$ cat config.mk
export PLATFORM = sky130hd
export DESIGN_NAME = alu_mult_seq
export DESIGN_NICKNAME = d
export VERILOG_FILES = /design/src/rtl/alu_mult_seq.sv
export SDC_FILE = /design/constraint.sdc
export NUM_CORES = 1
export LEC_CHECK = 0
export CORE_ASPECT_RATIO = 1.75
export CORE_MARGIN = 2
export CORE_UTILIZATION = 41
export DETAILED_ROUTE_END_ITERATION = 8
export PLACE_DENSITY_LB_ADDON = 0.2
export SLEW_MARGIN = 30
export SYNTH_ARGS = -nofsm -noshare
export SYNTH_HDL_FRONTEND = slang
export SYNTH_SLANG_ARGS = --single-unit
$ cat constraint.sdc
create_clock -name clk -period 3.7 [get_ports clk]
set_input_delay 0.74 -clock clk [delete_from_list [all_inputs] [get_ports clk]]
set_output_delay 0.74 -clock clk [all_outputs]
set_load 0.01 [all_outputs]
$ cat src/rtl/alu_mult_seq.sv
// Multi-cycle unsigned WIDTH x WIDTH -> 2*WIDTH shift-add multiplier that borrows
// the shared EX-stage ALU (driven as an adder) for its per-iteration add.
// Ports:
//   clk, reset                - clock, synchronous active-high reset
//   start, op_a, op_b         - request and operands; start sampled only when not busy
//   busy, done                - busy while iterating; done pulses one cycle with product valid
//   product_hi, product_lo    - 64-bit product, held until the next accepted start
//   alu_a, alu_b, alu_control - drive the shared ALU (control fixed to add)
//   alu_result, alu_zero      - ALU response; alu_zero is not used
module alu_mult_seq #(
  parameter int unsigned WIDTH = 32,
  parameter int unsigned CNT_W = 6
) (
  input  logic             clk,
  input  logic             reset,
  input  logic             start,
  input  logic [WIDTH-1:0] op_a,
  input  logic [WIDTH-1:0] op_b,
  output logic             busy,
  output logic             done,
  output logic [WIDTH-1:0] product_hi,
  output logic [WIDTH-1:0] product_lo,
  output logic [WIDTH-1:0] alu_a,
  output logic [WIDTH-1:0] alu_b,
  output logic [2:0]       alu_control,
  input  logic [WIDTH-1:0] alu_result,
  input  logic             alu_zero
);

  localparam logic [1:0] S_IDLE = 2'd0;
  localparam logic [1:0] S_RUN  = 2'd1;
  localparam logic [1:0] S_DONE = 2'd2;

  localparam logic [2:0]       ALU_ADD   = 3'b010;
  localparam logic [CNT_W-1:0] LAST_ITER = CNT_W'(WIDTH - 1);

  logic [1:0]       state_q, state_d;
  logic [WIDTH-1:0] mcand_q, mcand_d;
  logic [WIDTH-1:0] acc_hi_q, acc_hi_d;
  logic [WIDTH-1:0] acc_lo_q, acc_lo_d;
  logic [CNT_W-1:0] count_q, count_d;
  logic             busy_q, busy_d;
  logic             done_q, done_d;
  logic             carry;

  // The zero flag carries no information for multiplication.
  logic unused_alu_zero;
  assign unused_alu_zero = alu_zero;

  // State and datapath registers.
  always_ff @(posedge clk) begin
    if (reset) begin
      state_q  <= S_IDLE;
      mcand_q  <= '0;
      acc_hi_q <= '0;
      acc_lo_q <= '0;
      count_q  <= '0;
      busy_q   <= 1'b0;
      done_q   <= 1'b0;
    end else begin
      state_q  <= state_d;
      mcand_q  <= mcand_d;
      acc_hi_q <= acc_hi_d;
      acc_lo_q <= acc_lo_d;
      count_q  <= count_d;
      busy_q   <= busy_d;
      done_q   <= done_d;
    end
  end

  // ALU drive: add the multiplicand into the high half when the current multiplier bit is set.
  always_comb begin
    alu_control = ALU_ADD;
    alu_a       = acc_hi_q;
    alu_b       = '0;
    if (state_q == S_RUN && acc_lo_q[0]) begin
      alu_b = mcand_q;
    end
  end

  // The ALU has no carry out; an unsigned add wrapped iff the sum is below an operand.
  assign carry = (alu_result < acc_hi_q);

  // Next-state and datapath update.
  always_comb begin
    state_d  = state_q;
    mcand_d  = mcand_q;
    acc_hi_d = acc_hi_q;
    acc_lo_d = acc_lo_q;
    count_d  = count_q;
    busy_d   = 1'b0;
    done_d   = 1'b0;

    case (state_q)
      S_IDLE, S_DONE: begin
        state_d = S_IDLE;
        if (start) begin
          mcand_d  = op_a;
          acc_hi_d = '0;
          acc_lo_d = op_b;
          count_d  = '0;
          state_d  = S_RUN;
          busy_d   = 1'b1;
        end
      end
      S_RUN: begin
        // Shift the 2*WIDTH+1-bit sum right by one; the multiplier drains out of acc_lo.
        {acc_hi_d, acc_lo_d} = {carry, alu_result, acc_lo_q[WIDTH-1:1]};
        count_d = count_q + CNT_W'(1);
        busy_d  = 1'b1;
        if (count_q == LAST_ITER) begin
          state_d = S_DONE;
          busy_d  = 1'b0;
          done_d  = 1'b1;
        end
      end
      default: begin
        state_d = S_IDLE;
      end
    endcase
  end

  assign busy       = busy_q;
  assign done       = done_q;
  assign product_hi = acc_hi_q;
  assign product_lo = acc_lo_q;

endmodule

==> summary.md <==
| Metric | Value |
|---|---|
| DRC Markers | 0 |
| Async SR Flop Fraction | 0% |
| Final hold violation count | 0 |
| ANT cells | 0 |
| Instance count of the mapped netlist | about 580 |
| Status | completed |
| Area after DPL | between 0.007 and 0.008 mm^2 |
| Power, Total | 2.75 mW |
| Post-Place Setup Slack | approximately 1.1 ns |
| Setup ws final | 0.788 ns |
| Area leader, netlist | dfxtp_1 |
| Total iterations of the first detailed-routing run | 4 |
| Fin area | 0.00736 mm^2 |
| CP arrival | 2.17 ns |
| Max-capacitance violation count | 0 |
| Post-synthesis average cell area | 8.53 um^2 |
| Final setup fails | 0 |
| Worst skew pair latency | 0.35 ns |
| Pwr dens | 374 mW/mm^2 |
| Resize count post-CTS | 0 |
| Top_reg_cell synth | dfxtp_1 |
| Post-synth EDFFs | 0 |
| Total Die Area | 0.0130 mm^2 |
| Share of cells above drive strength 1 | under 10% |
| Worst setup path category | reg2out |
| Sw frac | a little over a quarter |
| Worst EP required | 2.96 ns |
| Slew HR | 40.2% |
| Layout area overhead | 48.1% |
| # fillers | 1062 |
| Worst Setup End Kind | output pin |
| Via density | 5.26 |
| First-pass GRT wire length | 21200 um |
| Sw power | 743 uW |
| Startpoint Class | flop |
| Clock period minus worst slack | 2.91 ns |
| Worst Setup SP | state_q[0] |
| All-Layer GR Usage | 20.2% |
| # hold bufs at CTS | 0 |
| Post-synthesis register bit count | about 110 |
| TritonCTS buffer count | 9 |
| DIE WIDTH | 87.2 um |
| Total grt overflow | 0 |
| Clock transition at path regs | approximately 0.07 ns |
| Synth top area share | a little over two fifths |
| Clk pwr share | 34.4% |
| Post-CTS setup buffer count | 0 |
| Clock Tree Buf Depth | 2 |
| Largest net degree at the start of global routing | between 40 and 50 |
| Core Rows | 53 |
| Synth unique cells | 38 |
| Vias in the first global route | 4519 |
| RR Startpoint | state_q[0] |
| Root buf cell | clkbuf_16 |
| Nets@finish | 888 |
| CTS tree | yes |
| Hold Crit Start | mcand_q[3] |
| HP Class | reg2reg |
| First-iteration detailed-routing DRC count | 187 |
| Sequential fraction of the synthesis area | 42.7% |
| Sink Count | 106 |
| Worst Skew | 0.00999 ns |
| Depth of the CTS H-tree | 3 |
| Starting Density | a little over two fifths |
| RSZ-0062 raised after global routing | false |
| Average wire per standard cell | 15.3 um |
| Die Ht | around 150 um |
| Worst Hold Margin | 0.451 ns |
| Synthesized cell area | slightly below 0.005 mm^2 |
| Post-DP HPWL | between 10000 and 15000 um |
| Top cells by area, synth | dfxtp_1 43%, a21oi_1 8.3%, ha_1 8.1% |
| Placer Congestion | 0.776 |
| Port bufs | 228 |
| Crit share post-route | 78.7% |
| Power share of the combinational group | around 20% |
| Core area | approximately 0.012 mm^2 |
| Fmax | 343 MHz |
| Reg power frac | 46.0% |
| Setup_tns | 0 ns |
| Antenna-violating nets left | 0 |
| CP max FO | 36 |
| Max Slew Vio Count | 0 |
| I/O pin cnt | 233 |
| Final WL | around 14000 um |
| Max rail drop VDD | around 0.00024 V |
| Int Pwr | 2.00 mW |
| Total vias in the final route | 4726 |
| Initial antenna violation count | 0 |
| Tightest Pin Transition | between 0.8 and 0.9 ns |
| Pleak | 2.84 nW |
| Warnings, synthesis | 0 |
==> worst max-delay path: stages (launching register included) <==
cell	delay, ns
dfxtp_1	0.41
nor2b_4	0.61
and3_1	0.26
clkdlybuf4s50_1	0.55
==> path summary, 6_finish.rpt <==
check                             endpoint  slack (ns)  cells after the start
worst max-delay path             alu_b[10]        0.79                      3
worst min-delay path            mcand_q[3]        0.45                      2
worst max register to register   alu_a[31]        1.32                      7
worst min register to register  mcand_q[3]        0.45                      2
==> synthesized netlist by cell type, types with 3 or more instances <==
cell type	number
nand2b_1	4
and4_1	3
a21oi_1	82
nand3_1	5
buf_2	16
clkbuf_1	20
o21a_1	3
inv_1	32
a22oi_1	32
nand2_1	106
a22o_1	32
and3_1	32
o21ai_0	4
ha_1	32
nand4_1	4
dfxtp_1	106
buf_4	35
nor2_1	7
==> power by group through the flow <==
stage               clock network (mW)  registers (mW)  logic (mW)
finish                           0.945            1.26       0.539
global placement                     0            1.29       0.530
floorplan                            0            1.30       0.259
CTS                              0.965            1.26       0.544
global route                      1.01            1.27       0.590
detailed placement                   0            1.29       0.541
==> metrics by stage <==
| stage | cells | util, % |
|---|---|---|
| 4_1_cts | 898 | 61.6 |
| 5_1_grt | 898 | 61.6 |
| 2_1_floorplan | 583 | - |
| 6_report | 898 | 61.6 |
| 3_5_place_dp | 882 | 59.1 |
| 3_3_place_gp | 882 | 59.1 |
==> flip-flops by register name, indices dropped and copies added, names as in the netlist <==
register	count
count_q	6
busy	1
product_lo	32
state_q	2
alu_a	32
mcand_q	32
done	1
==> kinds of logic after synthesis <==
group / synth area share, %
compound gates: 21.6
other cells: 0.151
flops: 42.7
simple gates: 16.0
fa+ha+maj: 8.06
buf+inv: 11.2
mux: 0.227
==> cell usage in the layout, fill, tap and decap left out, drive strengths merged, types with 2 or more instances in the layout <==
master,Yosys,layout
nor2,8,8
buf,54,9
clkbuf,20,11
nor2b,2,2
nor4,2,2
o21ai,4,4
and3,32,32
clkdlybuf4s50,0,227
and4,3,3
a21oi,82,82
nand4,4,4
a21o,2,2
dfxtp,106,106
nand2,106,106
inv,32,34
o21a,3,3
ha,32,32
o211ai,2,2
a22oi,32,32
conb,2,3
nand3,5,5
clkinv,0,2
nand2b,4,4
a22o,32,32
a221oi,2,2
nor3,3,3
==> area by class of cell <==
class | count | area, um^2 | share of cell area (%)
multi-input combinational | 371 | 2310 | 31.4
clock buffer | 11 | 253 | 3.44
inverter | 32 | 120 | 1.63
tap | 137 | 171 | 2.33
timing repair buffer | 236 | 2340 | 31.8
clock inverter | 5 | 45.0 | 0.612
sequential | 106 | 2120 | 28.8
==> routing by layer <==
| metal | vias up | part of all wire, % | global-route usage [%] |
|---|---|---|---|
| met5 | - | 0 | 0 |
| met4 | 0 | 2.3 | 6.46 |
| met3 | 24 | 5.8 | 5.35 |
| met2 | 166 | 53 | 36.8 |
| met1 | 2201 | 39 | 22.3 |
| li1 | 2335 | - | - |
(Power assumes the default switching activity.)
